`src/rtl/serial_pkg.sv`:
```
// Shared definitions for the serial link: line levels and receiver states.
package serial_pkg;

  // Line levels common to transmitter and receiver.
  localparam logic LINE_IDLE = 1'b1;
  localparam logic START_LVL = 1'b0;
  localparam logic STOP_LVL  = 1'b1;

  // Receiver states, explicitly encoded so the encoding stays stable.
  typedef enum logic [2:0] {
    RX_IDLE      = 3'd0,
    RX_START     = 3'd1,
    RX_DATA      = 3'd2,
    RX_PARITY    = 3'd3,
    RX_STOP      = 3'd4,
    RX_WAIT_IDLE = 3'd5
  } rx_state_t;

endpackage

```
`src/rtl/serial_bit_timer.sv`:
```
// Bit-period timer: tick marks mid-bit (half=1) or full-bit (half=0) sample points.
module serial_bit_timer
  import serial_pkg::*;
#(
  parameter int BIT_CYCLES = 1
) (
  input  logic clk,
  input  logic reset,
  input  logic restart,
  input  logic half,
  output logic tick
);

  localparam int CW     = $clog2(BIT_CYCLES + 1);
  localparam int HALF_N = BIT_CYCLES / 2;
  localparam logic [CW-1:0] FULL_T = CW'(BIT_CYCLES - 1);
  // A zero-length half period never reaches the timer; the FSM skips START then.
  localparam logic [CW-1:0] HALF_T = (HALF_N > 0) ? CW'(HALF_N - 1) : '0;

  logic [CW-1:0] cnt;
  logic [CW-1:0] term;

  assign term = half ? HALF_T : FULL_T;
  assign tick = (cnt == term);

  // Count up from zero after each restart, holding at the terminal value.
  always_ff @(posedge clk or posedge reset) begin
    if (reset) begin
      cnt <= '0;
    end else if (restart) begin
      cnt <= '0;
    end else if (cnt != term) begin
      cnt <= cnt + 1'b1;
    end
  end

endmodule

```
`src/rtl/serial_rx.sv`:
```
// Serial frame receiver: start / data (LSB first) / optional parity / stop,
// delivered on a valid/ready handshake with one-cycle error pulses.
//
// state        | meaning
// -------------+---------------------------------------------------------
// RX_IDLE      | waiting for a falling edge after the line was seen high
// RX_START     | confirming the start bit at mid-bit
// RX_DATA      | sampling WIDTH data bits, LSB first
// RX_PARITY    | sampling the parity bit and recording a mismatch
// RX_STOP      | sampling the stop bit and resolving the frame
// RX_WAIT_IDLE | after a framing error, waiting for the line to go high
module serial_rx
  import serial_pkg::*;
#(
  parameter int WIDTH      = 4,
  parameter int BIT_CYCLES = 1,
  parameter int PARITY_EN  = 1,
  parameter int PARITY_ODD = 0
) (
  input  logic             clk,
  input  logic             reset,
  input  logic             rx_in,
  output logic [WIDTH-1:0] data_out,
  output logic             valid,
  input  logic             ready,
  output logic             busy,
  output logic             parity_err,
  output logic             frame_err,
  output logic             overrun
);

  localparam int BW = $clog2(WIDTH + 1);
  localparam logic [BW-1:0] LAST_BIT = BW'(WIDTH - 1);
  // With one cycle per bit the detection edge already is the start sample.
  localparam bit SKIP_START = ((BIT_CYCLES / 2) == 0);
  localparam bit HAS_PARITY = (PARITY_EN != 0);
  localparam logic ODD_BIT  = (PARITY_ODD != 0);

  rx_state_t        state;
  logic [WIDTH-1:0] shreg;
  logic [BW-1:0]    bit_cnt;
  logic             line_high;
  logic             par_mis;
  logic             tick;
  logic             restart;

  // The timer is held clear while idle, so every busy state starts from zero.
  assign restart = tick || (state == RX_IDLE) || (state == RX_WAIT_IDLE);

  assign busy = (state == RX_START) || (state == RX_DATA) ||
                (state == RX_PARITY) || (state == RX_STOP);

  serial_bit_timer #(
    .BIT_CYCLES(BIT_CYCLES)
  ) u_timer (
    .clk    (clk),
    .reset  (reset),
    .restart(restart),
    .half   (state == RX_START),
    .tick   (tick)
  );

  // Frame FSM, shift register and output handshake.
  always_ff @(posedge clk or posedge reset) begin
    if (reset) begin
      state      <= RX_IDLE;
      shreg      <= '0;
      bit_cnt    <= '0;
      line_high  <= 1'b0;
      par_mis    <= 1'b0;
      data_out   <= '0;
      valid      <= 1'b0;
      parity_err <= 1'b0;
      frame_err  <= 1'b0;
      overrun    <= 1'b0;
    end else begin
      parity_err <= 1'b0;
      frame_err  <= 1'b0;
      overrun    <= 1'b0;
      // Consumption; a word loading on this same edge overrides it below.
      if (valid && ready) valid <= 1'b0;

      case (state)
        RX_IDLE: begin
          if (rx_in == LINE_IDLE) begin
            line_high <= 1'b1;
          end else if (line_high) begin
            bit_cnt <= '0;
            par_mis <= 1'b0;
            state   <= SKIP_START ? RX_DATA : RX_START;
          end
        end
        RX_START: begin
          if (tick) state <= (rx_in == START_LVL) ? RX_DATA : RX_IDLE;
        end
        RX_DATA: begin
          if (tick) begin
            shreg <= {rx_in, shreg[WIDTH-1:1]};
            if (bit_cnt == LAST_BIT) begin
              bit_cnt <= '0;
              state   <= HAS_PARITY ? RX_PARITY : RX_STOP;
            end else begin
              bit_cnt <= bit_cnt + 1'b1;
            end
          end
        end
        RX_PARITY: begin
          if (tick) begin
            par_mis <= ((^shreg) ^ ODD_BIT) != rx_in;
            state   <= RX_STOP;
          end
        end
        RX_STOP: begin
          if (tick) begin
            if (rx_in != STOP_LVL) begin
              // A low stop bit means the line is not idle; wait for it to rise.
              frame_err <= 1'b1;
              line_high <= 1'b0;
              state     <= RX_WAIT_IDLE;
            end else begin
              state <= RX_IDLE;
              if (par_mis) begin
                parity_err <= 1'b1;
              end else if (!valid || ready) begin
                data_out <= shreg;
                valid    <= 1'b1;
              end else begin
                overrun <= 1'b1;
              end
            end
          end
        end
        RX_WAIT_IDLE: begin
          if (rx_in == LINE_IDLE) begin
            line_high <= 1'b1;
            state     <= RX_IDLE;
          end
        end
        default: state <= RX_IDLE;
      endcase
    end
  end

endmodule

```
`config.mk`:
```
export PLATFORM = sky130hd
export DESIGN_NAME = serial_rx
export DESIGN_NICKNAME = d
export VERILOG_FILES = /design/src/rtl/serial_pkg.sv /design/src/rtl/serial_bit_timer.sv /design/src/rtl/serial_rx.sv
export SDC_FILE = /design/constraint.sdc
export NUM_CORES = 1
export LEC_CHECK = 0
export CAP_MARGIN = 25
export CORE_MARGIN = 2
export CORE_UTILIZATION = 59
export CTS_BUF_LIST = sky130_fd_sc_hd__clkbuf_8
export CTS_CLUSTER_DIAMETER = 50
export DETAILED_ROUTE_END_ITERATION = 10
export GPL_TIMING_DRIVEN = 0
export MAX_ROUTING_LAYER = met4
export PLACE_DENSITY = 0.84
export SETUP_SLACK_MARGIN = 0.3
export SYNTH_ARGS = -nofsm -noshare
export SYNTH_HDL_FRONTEND = slang
export SYNTH_SLANG_ARGS = --single-unit
export TNS_END_PERCENT = 30
```
`constraint.sdc`:
```
create_clock -name clk -period 3.3 [get_ports clk]
set_input_delay 0.99 -clock clk [delete_from_list [all_inputs] [get_ports clk]]
set_output_delay 0.99 -clock clk [all_outputs]
set_load 0.05 [all_outputs]
```
==> summary.md <==
The critical path goes through buf_2, xnor2_1, clkdlybuf4s50_1. Summed over all layers, the global routing overflow is 0. The tree is rooted in a sky130_fd_sc_hd__clkbuf_8.

The die is 43.8 um wide. The detail route stage leaves a number of antenna-violating nets equal to 0. The logs give 25 for the distinct cell type count after synthesis and 0 ns for the post-route setup TNS.

The number of pins exceeding their max-slew limit in the final report was 0; the layout overhead on the synthesized area was 18.4%. The tightest min-delay check is of the reg2reg type. The instance count of the mapped netlist came out at 76. Clock latency on the worst-skew pair, taken at its later pin, is 0.26 ns.

In this run the cell area of the synthesized design comes to 933 um2. The flop and latch count out of synthesis works out to 20. The die height is 43.8 um. Across every metal layer, demand over resource in global routing totals 19.6%. At the worst endpoint, the arrival time is 1.89 ns. The worst pin sits at a relative slew slack of 51.1%.

The share of post-route cells with drive strength above 1 is 20.0%, and the total die area is 1920 um2. Excluding fillers, the count of instances in the completed layout stands at 106. In this design, the stage delay of the slowest critical-path cell is 0.82 ns.

Entering global routing, the biggest net connects 21 pins. The tools report the type of origin of the critical path as a flop. For the worst setup path, the data required time is 2.31 ns. The number of nets handed over by synthesis was 81. The violation count after the first detailed-routing iteration came out at 1.

Cell count after placement: 103. The tree built by TritonCTS fans out to 20 sinks. The region available for standard cell placement spans 1490 um2.

Once the floorplan was initialized, standard cells occupied 62.7% of the core. The I/O pin total was 13; the worst hold slack across all endpoints was 0.505 ns. For this design the ratio of total power to cell area is 1040 nW/um2.

Family of cells with the greatest summed delay on the critical path: buffers and inverters. Setup repair after global routing left no endpoint under its margin. The number of buffers and inverters on the critical path came out at 2. The count of buffers added on input and output ports is 11.

The count of cells resized by post-cts repair is 0, and the maximum net fanout on the critical path is 10. The routed via count was 603; the mean instance size in the synthesized netlist was 12.3 um2. Setup violations remaining at the end of the flow were counted as 0.

By startpoint and endpoint, the worst setup path is classified as reg2out. The leakage power summed over all cells is 0.000497 uW. Summed over all layers, the routed wires come to 1.56 mm. The peak supply drop was 0.000549 V; the clock transition at the registers of the reported paths was 0.07 ns. TritonCTS created 3 clock buffers.

The cell with the largest stage delay on the worst path is sky130_fd_sc_hd__clkdlybuf4s50_1. The HPWL after detailed placement is 1.18 mm. Routability-driven placement finished with a final weighted congestion of 0.707. The kind of end point of the critical path is an output pin. Area of all placed cells without fillers: 1100 um2.

The repair_antennas step left the layout with diodes totalling 0. Of the synthesized area, sequential elements account for 53.6%. The multi-input combinational cells in the finished layout cover a total of 393 um2.

The via count of the first global-routing pass was 572. Maximum level of the CTS H-tree: 1. After floorplanning, the core was divided into 14 placement rows. After detailed placement, the total cell area comes to 1060 um2. The initial antenna violation count came out at 0.

The first global-routing pass estimated 2.49 mm of wire. After detailed routing, the average wire length per cell comes to 14.7 um. The period utilization is 87.4%, and the footprint of the flip-flops and latches is 500 um2.

TritonCTS built the clock tree. The layout filler cell count was 101; the number of maximum-capacitance constraint violations was 0. The logs give 0 for the final count of hold timing violations and 0 for the synthesis warning total. The run finished with clean final reports. Minimum clock period: 2.88 ns. The via density per instance is 5.69. The final clock skew is 0.00223 ns, and the number of nets in the layout is 97.

The clock passes through at most 2 buffers. The hold buffer count at CTS was 0; the count of unresolved DRC violations after routing was 0. The maximum frequency from static timing analysis was 0.347 GHz.

The first-pass iteration count of the detailed router is 3. For the pin with the worst max-slew slack, the measured transition is 0.733 ns. The buffer count from post-CTS setup fixing is 0. The run gives 1150 uW as the final total power.
layout make-up:
class	count	share of cell area, %
Sequential cell	20	45.3
Multi-Input combinational cell	48	35.6
Timing Repair Buffer	11	9.97
Clock buffer	3	3.74
Buffer	3	1.93
Tap cell	16	1.81
Inverter	5	1.70
where the power goes:
part	internal, uW	switching [uW]
Combinational	275	315
Sequential	334	75.4
Clock	81.3	73.1
synthesized netlist by cell type:
cell / count / share of area [%]
sky130_fd_sc_hd__dfrtp_1: 20 / 54
sky130_fd_sc_hd__mux2_2: 8 / 9.7
sky130_fd_sc_hd__nor2_1: 7 / 2.8
sky130_fd_sc_hd__inv_1: 5 / 2.0
sky130_fd_sc_hd__nand2_1: 5 / 2.0
sky130_fd_sc_hd__nand2b_1: 4 / 2.7
sky130_fd_sc_hd__a21oi_1: 3 / 1.6
sky130_fd_sc_hd__xnor2_1: 3 / 2.8
sky130_fd_sc_hd__a22o_1: 2 / 1.9
sky130_fd_sc_hd__a31oi_1: 2 / 1.3
sky130_fd_sc_hd__buf_2: 2 / 1.1
sky130_fd_sc_hd__o21ai_0: 2 / 1.1
sky130_fd_sc_hd__a32o_1: 1 / 1.1
sky130_fd_sc_hd__buf_6: 1 / 1.2
sky130_fd_sc_hd__ha_1: 1 / 1.3
sky130_fd_sc_hd__nand4bb_4: 1 / 2.9
sky130_fd_sc_hd__nor2b_1: 1 / 0.67
sky130_fd_sc_hd__nor3_4: 1 / 1.7
sky130_fd_sc_hd__nor3b_4: 1 / 2.0
sky130_fd_sc_hd__o21a_1: 1 / 0.80
sky130_fd_sc_hd__o21bai_1: 1 / 0.80
sky130_fd_sc_hd__o22ai_1: 1 / 0.67
sky130_fd_sc_hd__or2_2: 1 / 0.67
sky130_fd_sc_hd__or4b_1: 1 / 1.1
sky130_fd_sc_hd__xnor3_1: 1 / 2.4
cell usage in the layout (no fill, tap or decap):
cell type,instances
sky130_fd_sc_hd__a31oi_1,2
sky130_fd_sc_hd__a21oi_1,3
sky130_fd_sc_hd__or2_2,1
sky130_fd_sc_hd__nor3_4,1
sky130_fd_sc_hd__nand2b_1,4
sky130_fd_sc_hd__xnor2_1,3
sky130_fd_sc_hd__a32o_1,1
sky130_fd_sc_hd__buf_6,1
sky130_fd_sc_hd__a22o_1,2
sky130_fd_sc_hd__buf_2,2
sky130_fd_sc_hd__xnor3_1,1
sky130_fd_sc_hd__nand2_1,5
sky130_fd_sc_hd__nand4bb_4,1
sky130_fd_sc_hd__clkbuf_8,3
sky130_fd_sc_hd__nor2_1,7
sky130_fd_sc_hd__o21a_1,1
sky130_fd_sc_hd__nor3b_4,1
sky130_fd_sc_hd__o21ai_0,2
sky130_fd_sc_hd__inv_1,5
sky130_fd_sc_hd__o22ai_1,1
sky130_fd_sc_hd__o21bai_1,1
sky130_fd_sc_hd__or4b_1,1
sky130_fd_sc_hd__mux2_2,8
sky130_fd_sc_hd__ha_1,1
sky130_fd_sc_hd__nor2b_1,1
sky130_fd_sc_hd__clkdlybuf4s50_1,11
sky130_fd_sc_hd__dfrtp_1,20
cell families after synthesis:
kind of cell / synth area share [%]
xor gates and xnor gates: 5.23
DFF: 53.6
AOI/OAI and AO/OA: 9.25
adders and majority gates: 1.34
and+or+nand+nor: 16.6
muxes: 9.65
buffers and inverters: 4.29
state kept, by name, summed over array words and instances, names as in the netlist, 3 cells and up:
signal / count
data_out: 4
state: 3
shreg: 4
bit_cnt: 3
final timing paths:
| path | depth (start not counted) | from | slack (ns) | endpoint |
|---|---|---|---|---|
| max in group asynchronous | 2 | reset | 1.68 | data_out[3] |
| worst max register to register | 4 | state[0] | 1.75 | data_out[1] |
| min in group asynchronous | 2 | reset | 1.15 | valid |
| worst min-delay path | 1 | bit_cnt[2] | 0.50 | bit_cnt[2] |
| worst min register to register | 1 | bit_cnt[2] | 0.50 | bit_cnt[2] |
| worst max-delay path | 3 | state[2] | 0.42 | busy |
routing by layer:
metal / GRT usage [%] / part of all wire (%) / vias to the layer above
li1: - / - / 291
met1: 22.4 / 42 / 295
met2: 30.9 / 52 / 13
met3: 5.42 / 4.4 / 4
met4: 10.9 / 2.0 / 0
met5: - / 0 / -
stage by stage:
| stage | util [%] | setup WS [ns] |
|---|---|---|
| after floorplan | - | 0.865 |
| after global placement | 71.4 | 0.710 |
| after detailed placement | 71.4 | 0.699 |
| after CTS | 74.2 | 0.412 |
| after global routing | 74.2 | 0.333 |
| final | 74.2 | 0.416 |
Power figures use the tool's default switching activity.
